### src/rtl/dma_bus_arbiter_if.sv
// Bus bundle between the CRTC row-fetch DMA, the Z80 bus handshake and the
// shared memory port. The arbiter sits on the slave side; the environment
// (CRTC, Z80 and memory together) sits on the master side.
interface dma_bus_arbiter_if;
    logic        dma_busreq;
    logic        dma_busack;
    logic [16:0] dma_adr;
    logic [7:0]  dma_data;
    logic        cpu_busrq_n;
    logic        cpu_busak_n;
    logic [16:0] cpu_adr;
    logic [7:0]  cpu_wdata;
    logic        cpu_we;
    logic [7:0]  cpu_rdata;
    logic [16:0] mem_adr;
    logic [7:0]  mem_wdata;
    logic        mem_we;
    logic [7:0]  mem_rdata;
    logic        dma_active;
    logic        timeout_err;
    logic        err_clr;

    modport slave (
        input  dma_busreq, dma_adr, cpu_busak_n, cpu_adr, cpu_wdata, cpu_we,
               mem_rdata, err_clr,
        output dma_busack, dma_data, cpu_busrq_n, cpu_rdata, mem_adr,
               mem_wdata, mem_we, dma_active, timeout_err
    );

    modport master (
        output dma_busreq, dma_adr, cpu_busak_n, cpu_adr, cpu_wdata, cpu_we,
               mem_rdata, err_clr,
        input  dma_busack, dma_data, cpu_busrq_n, cpu_rdata, mem_adr,
               mem_wdata, mem_we, dma_active, timeout_err
    );
endinterface

### src/rtl/dma_bus_arbiter.sv
// Responder side of the CRTC row-fetch DMA. Takes the Z80 bus with
// BUSRQ/BUSAK, hands the memory port to the CRTC while granted, then gives
// the bus back and enforces a minimum CPU-owned gap before the next grant.
// All handshake outputs decode the registered state, so an asynchronous
// reset returns the bus to the CPU without waiting for a clock edge.
module dma_bus_arbiter #(
    parameter int TIMEOUT = 4095,
    parameter int CPU_GAP = 4
) (
    input  logic               clk,
    input  logic               reset,
    dma_bus_arbiter_if.slave   bus
);

    typedef enum logic [2:0] {
        IDLE,
        REQ,
        GRANT,
        RELEASE,
        GAP
    } state_e;

    // Last counter value before the limit is reached on the next edge.
    localparam logic [11:0] WAIT_LAST = 12'(TIMEOUT - 1);
    localparam logic [11:0] GAP_LAST  = 12'(CPU_GAP - 1);

    state_e      r_state;
    state_e      w_nextState;
    logic [11:0] r_waitCnt;
    logic [11:0] r_gapCnt;
    logic        r_timeoutErr;
    logic        w_timeout;

    // State register; reset parks the arbiter in IDLE with the CPU owning the bus.
    always_ff @(posedge clk or posedge reset) begin
        if (reset) begin
            r_state <= IDLE;
        end else begin
            r_state <= w_nextState;
        end
    end

    // Next-state decision plus the memory mux and handshake outputs.
    always_comb begin
        w_nextState     = r_state;
        w_timeout       = 1'b0;
        bus.cpu_busrq_n = 1'b1;
        bus.dma_busack  = 1'b0;
        bus.dma_active  = 1'b0;
        bus.mem_adr     = bus.cpu_adr;
        bus.mem_wdata   = bus.cpu_wdata;
        bus.mem_we      = bus.cpu_we;
        bus.cpu_rdata   = bus.mem_rdata;
        bus.dma_data    = bus.mem_rdata;
        bus.timeout_err = r_timeoutErr;

        case (r_state)
            IDLE: begin
                if (bus.dma_busreq) begin
                    w_nextState = REQ;
                end
            end
            REQ: begin
                bus.cpu_busrq_n = 1'b0;
                if (!bus.dma_busreq) begin
                    w_nextState = RELEASE;
                end else if (!bus.cpu_busak_n) begin
                    w_nextState = GRANT;
                end else if (r_waitCnt >= WAIT_LAST) begin
                    w_timeout   = 1'b1;
                    w_nextState = RELEASE;
                end
            end
            GRANT: begin
                bus.cpu_busrq_n = 1'b0;
                bus.dma_busack  = 1'b1;
                bus.dma_active  = 1'b1;
                bus.mem_adr     = bus.dma_adr;
                bus.mem_we      = 1'b0;
                bus.cpu_rdata   = 8'h00;
                if (!bus.dma_busreq) begin
                    w_nextState = RELEASE;
                end
            end
            RELEASE: begin
                bus.mem_adr   = bus.dma_adr;
                bus.mem_we    = 1'b0;
                bus.cpu_rdata = 8'h00;
                if (bus.cpu_busak_n) begin
                    w_nextState = GAP;
                end
            end
            GAP: begin
                if (r_gapCnt >= GAP_LAST) begin
                    w_nextState = IDLE;
                end
            end
            default: begin
                w_nextState = IDLE;
            end
        endcase
    end

    // Wait and gap counters: zero outside their state, saturate instead of wrapping.
    always_ff @(posedge clk or posedge reset) begin
        if (reset) begin
            r_waitCnt <= '0;
            r_gapCnt  <= '0;
        end else begin
            if (r_state == REQ && w_nextState == REQ) begin
                if (r_waitCnt != '1) begin
                    r_waitCnt <= r_waitCnt + 12'd1;
                end
            end else begin
                r_waitCnt <= '0;
            end
            if (r_state == GAP && w_nextState == GAP) begin
                if (r_gapCnt != '1) begin
                    r_gapCnt <= r_gapCnt + 12'd1;
                end
            end else begin
                r_gapCnt <= '0;
            end
        end
    end

    // Sticky timeout flag; a new timeout takes precedence over a clear.
    always_ff @(posedge clk or posedge reset) begin
        if (reset) begin
            r_timeoutErr <= 1'b0;
        end else if (w_timeout) begin
            r_timeoutErr <= 1'b1;
        end else if (bus.err_clr) begin
            r_timeoutErr <= 1'b0;
        end
    end

endmodule

### src/flat_wrapper.sv
// flat-port wrapper written by rule: the top's interface ports become plain ports
module dma_bus_arbiter_flat 
#(
    parameter int TIMEOUT = 4095,
    parameter int CPU_GAP = 4
)
  (clk, reset, bus_dma_busreq, bus_dma_adr, bus_cpu_busak_n, bus_cpu_adr, bus_cpu_wdata, bus_cpu_we, bus_mem_rdata, bus_err_clr, bus_dma_busack, bus_dma_data, bus_cpu_busrq_n, bus_cpu_rdata, bus_mem_adr, bus_mem_wdata, bus_mem_we, bus_dma_active, bus_timeout_err);
  dma_bus_arbiter_if bus_i ();
  input  logic clk;
  input  logic reset;
  input wire logic [$bits(bus_i.dma_busreq)-1:0] bus_dma_busreq;
  input wire logic [$bits(bus_i.dma_adr)-1:0] bus_dma_adr;
  input wire logic [$bits(bus_i.cpu_busak_n)-1:0] bus_cpu_busak_n;
  input wire logic [$bits(bus_i.cpu_adr)-1:0] bus_cpu_adr;
  input wire logic [$bits(bus_i.cpu_wdata)-1:0] bus_cpu_wdata;
  input wire logic [$bits(bus_i.cpu_we)-1:0] bus_cpu_we;
  input wire logic [$bits(bus_i.mem_rdata)-1:0] bus_mem_rdata;
  input wire logic [$bits(bus_i.err_clr)-1:0] bus_err_clr;
  output wire logic [$bits(bus_i.dma_busack)-1:0] bus_dma_busack;
  output wire logic [$bits(bus_i.dma_data)-1:0] bus_dma_data;
  output wire logic [$bits(bus_i.cpu_busrq_n)-1:0] bus_cpu_busrq_n;
  output wire logic [$bits(bus_i.cpu_rdata)-1:0] bus_cpu_rdata;
  output wire logic [$bits(bus_i.mem_adr)-1:0] bus_mem_adr;
  output wire logic [$bits(bus_i.mem_wdata)-1:0] bus_mem_wdata;
  output wire logic [$bits(bus_i.mem_we)-1:0] bus_mem_we;
  output wire logic [$bits(bus_i.dma_active)-1:0] bus_dma_active;
  output wire logic [$bits(bus_i.timeout_err)-1:0] bus_timeout_err;
  assign bus_i.dma_busreq = bus_dma_busreq;
  assign bus_i.dma_adr = bus_dma_adr;
  assign bus_i.cpu_busak_n = bus_cpu_busak_n;
  assign bus_i.cpu_adr = bus_cpu_adr;
  assign bus_i.cpu_wdata = bus_cpu_wdata;
  assign bus_i.cpu_we = bus_cpu_we;
  assign bus_i.mem_rdata = bus_mem_rdata;
  assign bus_i.err_clr = bus_err_clr;
  assign bus_dma_busack = bus_i.dma_busack;
  assign bus_dma_data = bus_i.dma_data;
  assign bus_cpu_busrq_n = bus_i.cpu_busrq_n;
  assign bus_cpu_rdata = bus_i.cpu_rdata;
  assign bus_mem_adr = bus_i.mem_adr;
  assign bus_mem_wdata = bus_i.mem_wdata;
  assign bus_mem_we = bus_i.mem_we;
  assign bus_dma_active = bus_i.dma_active;
  assign bus_timeout_err = bus_i.timeout_err;
  dma_bus_arbiter #(.TIMEOUT(TIMEOUT), .CPU_GAP(CPU_GAP)) u_core (.clk(clk), .reset(reset), .bus(bus_i));
endmodule
### config.mk
export PLATFORM = sky130hd
export DESIGN_NAME = dma_bus_arbiter_flat
export DESIGN_NICKNAME = d
export VERILOG_FILES = /design/src/rtl/dma_bus_arbiter_if.sv /design/src/rtl/dma_bus_arbiter.sv /design/src/flat_wrapper.sv
export SDC_FILE = /design/constraint.sdc
export NUM_CORES = 1
export LEC_CHECK = 0
export ABC_AREA = 1
export CAP_MARGIN = 20
export CORE_MARGIN = 3
export CORE_UTILIZATION = 25
export CTS_CLUSTER_DIAMETER = 30
export DETAILED_ROUTE_END_ITERATION = 12
export PLACE_DENSITY = 0.64
export SLEW_MARGIN = 20
export SYNTH_ARGS = -nofsm -noshare
export SYNTH_HDL_FRONTEND = slang
export SYNTH_SLANG_ARGS = --single-unit
### constraint.sdc
create_clock -name clk -period 3.91 [get_ports clk]
set_input_delay 0.782 -clock clk [delete_from_list [all_inputs] [get_ports clk]]
set_output_delay 0.782 -clock clk [all_outputs]
set_load 0.01 [all_outputs]
==> Yosys cells after proc, flatten, opt, wreduce, memory -nomap -nowiden <==
Cells that the tools add are included.
{ "word_totals": {"reg_bits": 28, "elab_cells": 47} }
{ "op_classes": {"addsub": 2, "n_lt_le_gt_ge": 2, "n_eq_ne": 10, "muxes": 23, "n_reduce_logical": 6} }
{ "op_table": {"columns": ["operator", "count"], "rows": [
  ["$mux W12", 4],
  ["$add A12 B1 Y12 const B", 2],
  ["$ne A12 B12 Y1 const B", 2],
  ["$mux W3", 7],
  ["$mux W17", 1],
  ["$pmux W3 S5", 1],
  ["$ge A12 B12 Y1 const B", 1],
  ["$ge A12 B2 Y1 const B", 1],
  ["$mux W1", 9],
  ["$mux W8", 1],
  ["$eq A3 B1 Y1 const B", 2],
  ["$eq A3 B2 Y1 const B", 2],
  ["$eq A3 B3 Y1 const B", 2],
  ["$ne A2 B2 Y1 const B", 2],
  ["$reduce_or A2 Y1", 2],
  ["$logic_not A3 Y1", 1],
  ["$logic_and A1 B1 Y1", 2],
  ["$reduce_bool A2 Y1", 1]
]} }

==> Longest topological paths before layout <==
Gate-level depths: netlist of the first run.
{ "logic_depth": {"ltp_word": 8, "ltp_mapped": 11} }

==> Worst setup path before layout of the first run <==
Ideal clock, no wire load.
{ "synth_timing": {"kind": "reg2out", "start": "register u_core.r_state[2]", "end": "output bus_mem_adr[10]", "arrival_time_ns": 1.182, "slack_ns": 1.946, "stages_incl_launch_ff": 7, "path_buffers": 2, "path_cell_list": "dfrtp_1 nor2_2 buf_6 clkinv_1 clkbuf_1 nand2_1 nand2_1"} }
{ "synth_via": {"elab_chain_len": 3, "word_cells_on_any_way": 4, "classes_between": "eq/ne (2); mux (1); reduce/logical (1)"} }
{ "synth_lines": {"columns": ["item", "line", "text"], "rows": [
  ["start: declaration", "dma_bus_arbiter.sv:27", "state_e r_state;"],
  ["start signal: assignment", "dma_bus_arbiter.sv:39", "r_state <= w_nextState;"],
  ["$eq A3 B2 Y1", "dma_bus_arbiter.sv:57", "case (r_state)"],
  ["$reduce_or A2 Y1 (no line) (*)", null, null],
  ["$mux W17 (*)", "dma_bus_arbiter.sv:57", null],
  ["end: declaration", "flat_wrapper.sv:23", "output wire logic [$bits(bus_i.mem_adr)-1:0] bus_mem_adr;"]
]} }
Mark *: on every way between the ends. The rest lies on a longest branch, timed or not.

==> Worst setup path in the final report of the first run <==
{ "layout_timing": {"start": "register u_core.r_state[2]", "end": "output bus_mem_adr[3]"} }
The elaborated chain is that of the path after synthesis.

==> reports/metrics.yaml, run 1 <==
seqPwrFrac_pct: 26.3
switching_power_uw: 452
max_freq_mhz: 358
ff2ff_path_depth: 8
required_ns: 3.13
end_kind: "output pin"
tightestPinTransition_ns: 0.567
rows: 30
synth_top_area_share_pct: 39.7
fin_area_mm2: 0.00269
synth_warnings: 0
cts-resized-gates: 0
leakagePower_nw: 1.26
start_util_pct: 25.9
fin_crit_sh_pct: 71.5
n_antenna_cell: 0
dp.cells: 419
drv_slew: 0
grt_pass1_wl_um: 7730
drive_gt1_share_pct: 7.65
port_buffers: 85
post_cts_buffers: 0
pre_cts_slack_ns: 1.16
synth_area_mm2: 0.00177
cellPowerDensity_mw_per_mm2: 460
synth_area_leader_cell: "dfrtp_1"
comb_power_share_pct: 55.1
finalPower_mw: 1.24
synth_most_common_cell: "nand2_1"
grt_busiest_layer: "met2"
dr.first_iter.drc_count: 53
vias_per_cell: 4.06
switching_share_pct: 36.6
cts_buffer_depth: 2
fin_worst_skew_ns: 0.00170
worstPathArrival_ns: 2.01
die_area_mm2: 0.00811
die_w_um: 90.1
die_height_um: 90.1
p_clk_share_pct: 18.6
first_pass_iters: 4
fp.coreArea_mm2: 0.00683
crit_type: "reg -> out"
final_cells: 423
cts_made_buffers: 3
dp.final_hpwl_um: 3810
drt-total-wl_um: 4660
r2r_slack_ns: 2.00
p_int_uw: 784
ys.flop_type: "dfrtp_1"
place_area_mm2: 0.00262
cts_tree: "built"
grt_pass1_vias: 1647
vdd_drop_max_mv: 0.162
hold_buffers: 0
ys_top_cells_by_area: "dfrtp_1, nand2_1, buf_4"
syn_to_final_growth_pct: 52.2
hold_viol_final: 0
cp-start-kind: "register"
vias: 1716
hp-class: "reg -> reg"
synth_edf_count: 0
use_met3_pct: 3.01
syn_inst: 250
setup_viol_count_final: 0
antenna_found_initial: 0
clock-sinks: 28
utilization_pct: 39.4
tns_ns: 0
met1_usage_pct: 13.8
fin_crit_ns: 2.79
min_from: "u_core.bus.timeout_err$_DFFE_PP0P_"
rr_endpoint: "u_core.r_waitCnt[5]$_DFFE_PP0P_"
status: "finished clean"
routabilityCongestion: 0.773
avgSynthCellArea_um2: 7.07
rr_startpoint: "u_core.r_state[2]$_DFF_PP0_"
track_usage_pct: 11.5
clock_latency_ns: 0.28
setup_ws_ns: 1.12
whs_path_depth: 2
whs_endpoint: "u_core.bus.timeout_err$_DFFE_PP0P_"
yosysSeqAreaShare_pct: 39.7
htreeDepth: 1
max_slew_margin_pct: 62.1
async_reset_ff_share_pct: 100
cp_max_fo: 17
clock-root-buffer: "clkbuf_8"
ys_ff_latch: 28
rsz0062_at_grt: "no"
synth.cells.most_frequent: "nand2_1, inv_1, dfrtp_1, nor2_1, buf_4"
hold-worst-slack_ns: 0.543
grt_start_max_net_pins: 29
io_pins: 102
ys_types: 25
clk_pin_slew_ns: 0.10
drc_errors: 0
met2_usage_pct: 20.2
drt-wirelength-per-cell_um: 11.0
nets: 387
ant_nets: 0
max_cap_viol_count: 0
grt.overflow.total: 0
==> cells in the final DEF (no fill, tap or decap) <==
cell type	n
nor2_1	27
nor4_1	3
dfrtp_1	28
and3_1	1
buf_4	1
nand3_1	9
inv_2	2
conb_1	10
a21oi_1	1
clkinv_1	1
ha_1	3
nand4_2	1
nand4_1	2
nand2_1	82
o22ai_1	1
nand3b_1	1
xnor2_1	2
nor3_1	3
nor2_2	13
o21ai_0	7
inv_1	32
clkdlybuf4s50_1	85
xor2_1	4
clkbuf_8	3
bufinv_16	1
nand2_2	4
==> final cells by class <==
type | count | area, um^2
clock buffer | 3 | 41.3
clock inverter | 1 | 30.0
fill | 727 | 4140
inverter | 35 | 131
multi-input combinational | 174 | 807
sequential | 28 | 701
tap | 96 | 120
timing repair buffer | 86 | 858
==> critical path, cell delays in order, from the launching register on <==
cell and delay (ns):
dfrtp_1 0.43, nor2_2 0.14, clkinv_1 0.41, nand2_1 0.21, nand2_1 0.07, clkdlybuf4s50_1 0.48
==> layer usage <==
| metal | wire [um] | vias up |
|---|---|---|
| li1 | - | 883 |
| met1 | 2090 | 749 |
| met2 | 2120 | 77 |
| met3 | 380 | 7 |
| met4 | 67 | 0 |
| met5 | 0 | - |
==> sequential cells by signal, summed over array words and instances, names as in the netlist <==
register / cells
u_core.r_state: 3
u_core.r_gapCnt: 12
u_core.bus.timeout_err: 1
u_core.r_waitCnt: 12
==> logic make-up (layout without fill, tap and decap cells) <==
kind of cell	after synthesis	count (layout)	share of synthesized area [%]
AOI/OAI and AO/OA	9	9	2.62
xor gates and xnor gates	6	6	2.97
adders and majority gates	3	3	2.12
buffers and inverters	57	125	16.6
DFF	28	28	39.7
other	1	10	0.212
and+or+nand+nor	146	146	35.8
==> power groups by stage <==
stage          registers (mW)  logic, mW  clock network (mW)
6_report                0.325      0.681               0.230
5_1_grt                 0.329      0.744               0.244
4_1_cts                 0.325      0.693               0.233
3_5_place_dp            0.331      0.692                   0
3_3_place_gp            0.330      0.683                   0
2_1_floorplan           0.326      0.351                   0
==> how the worst max path moves through the flow <==
stage,from,endpoint,slack [ns],cells after the start
2_1_floorplan,u_core.r_state[2]$_DFF_PP0_,bus_mem_adr[10],1.95,6
3_3_place_gp,bus_mem_rdata[6],bus_cpu_rdata[6],1.17,4
3_5_place_dp,bus_mem_rdata[6],bus_cpu_rdata[6],1.16,4
4_1_cts,u_core.r_state[2]$_DFF_PP0_,bus_mem_adr[3],1.06,5
5_1_grt,u_core.r_state[1]$_DFF_PP0_,bus_mem_adr[3],0.96,6
6_report,u_core.r_state[2]$_DFF_PP0_,bus_mem_adr[3],1.12,5
Note: power is estimated with default switching activity, not from simulation.
==> run 2: changes to the inputs <==
--- a/config.mk
+++ b/config.mk
@@ -11,7 +11,7 @@
 export CORE_UTILIZATION = 25
 export CTS_CLUSTER_DIAMETER = 30
 export DETAILED_ROUTE_END_ITERATION = 12
-export PLACE_DENSITY = 0.64
+export PLACE_DENSITY = 0.66
 export SLEW_MARGIN = 20
 export SYNTH_ARGS = -nofsm -noshare
 export SYNTH_HDL_FRONTEND = slang
==> constraint.sdc (replaced) <==
create_clock -name clk -period 2.25 [get_ports clk]
set_input_delay 0.45 -clock clk [delete_from_list [all_inputs] [get_ports clk]]
set_output_delay 0.45 -clock clk [all_outputs]
set_load 0.01 [all_outputs]
==> run 2 against run 1 <==
  * Clock power rose by 70%
  * Non-clock buffer count rose by 6
  * Power rose by 83%
  * Global-route usage rose by 0.73 points
  * Utilization rose by 2.0 points
  * Combinational power rose by 91%
  * Routed wire length rose by 12%
  * Worst setup slack got worse by 1.0 ns
  * Die area did not move
  * Largest cell class unchanged
  * Highest routed layer unchanged
==> reports/metrics.yaml, run 2 (same netlist as run 1, synthesis figures left out) <==
status: "finished clean"  # unchanged
drt-total-wl_um: 5230  # was 4660 um
rows: 30  # unchanged
required_ns: 1.80  # was 3.13 ns
io_pins: 102  # unchanged
die_height_um: 90.1  # unchanged
cp_max_fo: 14  # was 17
dp.final_hpwl_um: 4090  # was 3810 um
grt_pass1_vias: 1662  # was 1,647
cts_made_buffers: 3  # unchanged
critPathBufInv: 3  # was 2
critPathMaxStageDelay_ns: 0.59  # was 0.48 ns
end_kind: "output pin"  # unchanged
ant_nets: 0  # unchanged
grt.overflow.total: 0  # unchanged
drive_gt1_share_pct: 9.31  # was 7.65%
hold_viol_final: 0  # unchanged
rsz0062_at_grt: "no"  # unchanged
nets: 393  # was 387
port_buffers: 85  # unchanged
n_antenna_cell: 0  # unchanged
fp.coreArea_mm2: 0.00683  # unchanged
setup_ws_ns: 0.111  # was 1.12 ns
clock_latency_ns: 0.27  # was 0.28 ns
fin_worst_skew_ns: 0.00202  # was 0.00170 ns
rr_startpoint: "u_core.r_state[1]$_DFF_PP0_"  # was u_core.r_state[2]$_DFF_PP0_
drc_errors: 0  # unchanged
leakagePower_nw: 1.50  # was 1.26 nW
die_area_mm2: 0.00811  # unchanged
endpoint: "bus_mem_we"  # was bus_mem_adr[3]
final_cell_mix: "nand2_1, clkdlybuf4s50_1, inv_1, dfrtp_1, nor2_1"  # was clkdlybuf4s50_1, nand2_1, inv_1, dfrtp_1, nor2_1
antenna_found_initial: 0  # unchanged
setup_viol_count_final: 0  # unchanged
max_freq_mhz: 467
clock-root-buffer: "clkbuf_8"  # unchanged
start_util_pct: 25.9  # unchanged
clock-sinks: 28  # unchanged
max_cap_viol_count: 0  # unchanged
ff2ff_path_depth: 10  # was 8
tns_ns: 0  # unchanged
syn_to_final_growth_pct: 59.8  # was 52.2%
vias_per_cell: 4.11  # was 4.06
drv_slew: 0  # unchanged
reg.largest.list: "u_core.r_gapCnt: 12 flops, u_core.r_waitCnt: 12 flops, u_core.r_state: 3 flops"  # unchanged
worstPathArrival_ns: 1.69  # was 2.01 ns
fillers: 707  # was 727
path_depth: 5  # unchanged
routabilityCongestion: 0.819  # was 0.773
path_cells: "inv_2 > nor2_4 > clkbuf_16 > nor2_1 > clkdlybuf4s50_1"  # was nor2_2 > clkinv_1 > nand2_1 > nand2_1 > clkdlybuf4s50_1
cts_tree: "built"  # unchanged
htreeDepth: 1  # unchanged
cp_top_family: "buffers and inverters"  # unchanged
drt-wirelength-per-cell_um: 12.2  # was 11.0 um
setup.worst_path.start: "u_core.r_state[1]$_DFF_PP0_"  # was u_core.r_state[2]$_DFF_PP0_
grt_pass1_wl_um: 8160  # was 7730 um
fin_crit_ns: 2.14
clk_pin_slew_ns: 0.09  # was 0.10 ns
fin_crit_sh_pct: 95.1
hold_buffers: 0  # unchanged
pre_cts_slack_ns: 0.0317  # was 1.16 ns
fin_area_mm2: 0.00282  # was 0.00269 mm^2
cp-start-kind: "register"  # unchanged
worst_path_max_delay_cell: "clkdlybuf4s50_1"  # unchanged
first_pass_iters: 4  # unchanged
cts_buffer_depth: 2  # unchanged
vdd_drop_max_mv: 0.313  # was 0.162 mV
final_common_cell: "nand2_1"  # was clkdlybuf4s50_1
crit_type: "reg -> out"  # unchanged
die_w_um: 90.1  # unchanged
grt_start_max_net_pins: 29  # unchanged
r2r_slack_ns: 0.65  # was 2.00 ns
vias: 1763  # was 1,716
place_area_mm2: 0.00265  # was 0.00262 mm^2
rr_endpoint: "u_core.r_waitCnt[10]$_DFFE_PP0P_"  # was u_core.r_waitCnt[5]$_DFFE_PP0P_
dr.first_iter.drc_count: 44  # was 53
cellPowerDensity_mw_per_mm2: 799  # was 460 mW/mm^2
track_usage_pct: 12.3  # was 11.5%
hp-class: "in -> async"  # was reg -> reg
==> run 2: final cells by class <==
class / instances / area, um^2 / share of cell area (%)
Timing Repair Buffer: 92 / 980 / 34.7
Clock buffer: 3 / 41.3 / 1.46
Clock inverter: 1 / 30.0 / 1.06
Inverter: 35 / 139 / 4.92
Sequential cell: 28 / 701 / 24.8
Tap cell: 96 / 120 / 4.26
Multi-Input combinational cell: 174 / 812 / 28.8
==> run 2: metrics by stage <==
| stage | std cells | utilization [%] | power (mW) | hold WS [ns] |
|---|---|---|---|---|
| floorplan | 259 | - | 1.18 | 0.515 |
| global placement | 421 | 38.7 | 1.80 | 0.533 |
| detailed placement | 421 | 38.7 | 1.82 | 0.534 |
| CTS | 426 | 39.9 | 2.22 | 0.537 |
| global route | 429 | 41.3 | 2.40 | 0.566 |
| finish | 429 | 41.3 | 2.26 | 0.528 |
==> run 2: worst min-delay path by stage <==
| stage | start | end | slack (ns) |
|---|---|---|---|
| floorplan | reset | u_core.bus.timeout_err$_DFFE_PP0P_ | 0.52 |
| global placement | u_core.bus.timeout_err$_DFFE_PP0P_ | u_core.bus.timeout_err$_DFFE_PP0P_ | 0.53 |
| detailed placement | u_core.bus.timeout_err$_DFFE_PP0P_ | u_core.bus.timeout_err$_DFFE_PP0P_ | 0.53 |
| CTS | reset | u_core.r_waitCnt[1]$_DFFE_PP0P_ | 0.54 |
| global route | reset | u_core.r_waitCnt[2]$_DFFE_PP0P_ | 0.57 |
| finish | reset | u_core.r_waitCnt[2]$_DFFE_PP0P_ | 0.53 |
==> run 2: layer usage <==
layer	share of wire [%]	global-route usage [%]	up-vias
li1	-	-	890
met1	43	15.1	786
met2	47	20.5	78
met3	7.3	3.01	9
met4	2.7	5.10	0
met5	0	0	-
==> run 2: timing repair <==
item | CTS | global route
gates cloned | 0 | 1
pin swaps | 0 | 1
gates resized for setup | 3 | 22
buffers inserted | 1 | 2
setup endpoints to repair | 19 | 19
==> run 2: worst register-to-register path, stage by stage, from the launching register on <==
cell and delay (ns):
dfrtp_1 0.40, inv_2 0.07, nor2_4 0.19, clkbuf_16 0.20
nand2_1 0.07, nor2_1 0.13, nor2_1 0.07, nand2_2 0.06
nand4_2 0.06, buf_4 0.20, nor2_1 0.09
==> run 2: power by group <==
group	total [mW]	switching, mW	internal (mW)
Combinational	1.30	0.648	0.652
Clock	0.391	0.153	0.238
Sequential	0.565	0.0279	0.537
Total	2.26	0.830	1.43
==> run 3: changes to the inputs <==
--- a/config.mk
+++ b/config.mk
@@ -11,7 +11,7 @@
 export CORE_UTILIZATION = 25
 export CTS_CLUSTER_DIAMETER = 30
 export DETAILED_ROUTE_END_ITERATION = 12
-export PLACE_DENSITY = 0.66
+export REMOVE_ABC_BUFFERS = 1
 export SLEW_MARGIN = 20
 export SYNTH_ARGS = -nofsm -noshare
 export SYNTH_HDL_FRONTEND = slang
==> run 3 against run 2 <==
  * Die area did not move
  * Combinational power fell by 3%
  * Critical path type unchanged
  * Non-clock buffer count grew 1
  * Utilization is 0.81 points lower
  * Count of clock-buffer cells in the layout is the same
  * Sequential power barely moved
  * Via count down 2.3%
  * Critical path depth is 1 higher
  * Power fell by 7.9%
  * Sequential cell count unchanged
  * Global-route usage is 0.34 points higher
  * Sequential share of layout area increased by 0.49 points
==> reports/metrics.yaml, run 3 (same netlist as run 1, synthesis figures left out) <==
fin_crit_ns: 2.16  # was 2.14 ns
vdd_drop_max_mv: 0.258  # was 0.313 mV
drt-wirelength-per-cell_um: 12.0  # was 12.2 um
clock_latency_ns: 0.26  # was 0.27 ns
cts_made_buffers: 3  # unchanged
die_height_um: 90.1  # unchanged
fin_area_mm2: 0.00277  # was 0.00282 mm^2
grt_pass1_vias: 1662  # unchanged
fp.coreArea_mm2: 0.00683  # unchanged
fillers: 721  # was 707
required_ns: 1.80  # about the same
vias_per_cell: 4.02  # was 4.11
max_cap_viol_count: 0  # unchanged
fin_worst_skew_ns: 0.00277  # was 0.00202 ns
ff_latch_area_um2: 701  # unchanged
die_area_mm2: 0.00811  # unchanged
cts_tree: "built"  # unchanged
drive_gt1_share_pct: 9.61  # was 9.31%
cts_buffer_depth: 2  # unchanged
rows: 30  # unchanged
leakagePower_nw: 1.46  # was 1.50 nW
multi_input_area_um2: 815  # was 812 um^2
utilization_pct: 40.5  # was 41.3%
crit_type: "reg -> out"  # unchanged
hold_viol_final: 0  # unchanged
clock-root-buffer: "clkbuf_8"  # unchanged
drt-total-wl_um: 5140  # was 5230 um
setup_viol_count_final: 0  # unchanged
final_cells: 429  # unchanged
nets: 394  # was 393
end_kind: "output pin"  # unchanged
hold_buffers: 0  # unchanged
grt_start_max_net_pins: 29  # unchanged
die_w_um: 90.1  # unchanged
grt.overflow.total: 0  # unchanged
clk_pin_slew_ns: 0.08  # was 0.09 ns
max_freq_mhz: 463  # was 467 MHz
final_common_cell: "nand2_1"  # unchanged
syn_to_final_growth_pct: 56.7  # was 59.8%
track_usage_pct: 12.6  # was 12.3%
cellPowerDensity_mw_per_mm2: 751  # was 799 mW/mm^2
routabilityCongestion: 0.823  # was 0.819
clock-sinks: 28  # unchanged
reg.largest.list: "u_core.r_gapCnt: 12 flops, u_core.r_waitCnt: 12 flops, u_core.r_state: 3 flops"  # unchanged
dr.first_iter.drc_count: 95  # was 44
status: "finished clean"  # unchanged
start_util_pct: 25.9  # unchanged
ff2ff_path_depth: 10  # unchanged
antenna_found_initial: 0  # unchanged
final_cell_mix: "nand2_1, clkdlybuf4s50_1, inv_1, dfrtp_1, nor2_1"  # unchanged
rr_startpoint: "u_core.r_waitCnt[0]$_DFFE_PP0P_"  # was u_core.r_state[1]$_DFF_PP0_
cp_max_fo: 17  # was 14
drv_slew: 0  # unchanged
dp.final_hpwl_um: 4180  # was 4090 um
dp.cells: 422  # was 421
rr_endpoint: "u_core.r_waitCnt[10]$_DFFE_PP0P_"  # unchanged
htreeDepth: 1  # unchanged
fin_crit_sh_pct: 96.1  # was 95.1%
io_pins: 102  # unchanged
hp-class: "in -> async"  # unchanged
hold-worst-slack_ns: 0.537  # was 0.528 ns
worstPathArrival_ns: 1.71  # was 1.69 ns
port_buffers: 85  # unchanged
first_pass_iters: 4  # unchanged
finalPower_mw: 2.08  # was 2.26 mW
vias: 1723  # was 1,763
r2r_slack_ns: 0.63  # was 0.65 ns
place_area_mm2: 0.00264  # was 0.00265 mm^2
grt_pass1_wl_um: 8390  # was 8160 um
n_antenna_cell: 0  # unchanged
cp-start-kind: "register"  # unchanged
drc_errors: 0  # unchanged
ant_nets: 0  # unchanged
run 3: how the worst max path moves through the flow:
stage                                 from  slack, ns  cells past startpoint              end
2_1_floorplan  u_core.r_state[2]$_DFF_PP0_       0.04                      4   bus_mem_adr[0]
3_3_place_gp                bus_cpu_adr[1]       0.13                      4   bus_mem_adr[1]
3_5_place_dp   u_core.r_state[2]$_DFF_PP0_        0.1                      5   bus_mem_adr[0]
4_1_cts        u_core.r_state[1]$_DFF_PP0_       0.01                      6   bus_mem_adr[2]
5_1_grt        u_core.r_state[1]$_DFF_PP0_     -0.002                      7  bus_mem_adr[10]
6_report       u_core.r_state[2]$_DFF_PP0_       0.09                      6  bus_mem_adr[10]
run 3: routing by layer:
metal / part of all wire [%] / global-route usage (%)
met3: 9.7 / 4.77
met2: 47 / 21.8
met4: 0.12 / 0.765
met5: 0 / 0
met1: 43 / 15.6
run 3: area by class of cell:
class,count,area share [%]
clock buffers,3,1.49
well taps,96,4.34
inverters,35,4.93
flip-flops and latches,28,25.3
repair buffers,93,34.5
multi-input cells,174,29.4
run 3: through the flow:
step | TNS (ns) | setup slack, ns
4_1_cts | 0 | 0.0100
6_report | 0 | 0.0880
2_1_floorplan | 0 | 0.0371
3_5_place_dp | 0 | 0.0954
3_3_place_gp | 0 | 0.134
5_1_grt | -0.00261 | -0.00228
run 3: repair_timing:
action / 4_1_cts / 5_1_grt
pin swaps: 1 / 0
setup buffers: 2 / 1
setup endpoints to repair: 19 / 19
gates resized for setup: 5 / 18
cloned: 1 / 0
run 3: worst max-delay path: stages (launching register included):
cell	delay (ns)
dfrtp_1	0.44
nor2_4	0.15
buf_4	0.14
clkinv_4	0.11
nand2_1	0.09
nand2_1	0.04
clkdlybuf4s50_1	0.47
run 3: power breakdown:
group / total (mW) / leakage, nW / internal, mW / switching [mW]
Clock: 0.257 / 0.0216 / 0.120 / 0.137
Combinational: 1.26 / 1.07 / 0.619 / 0.639
Sequential: 0.563 / 0.364 / 0.537 / 0.0263
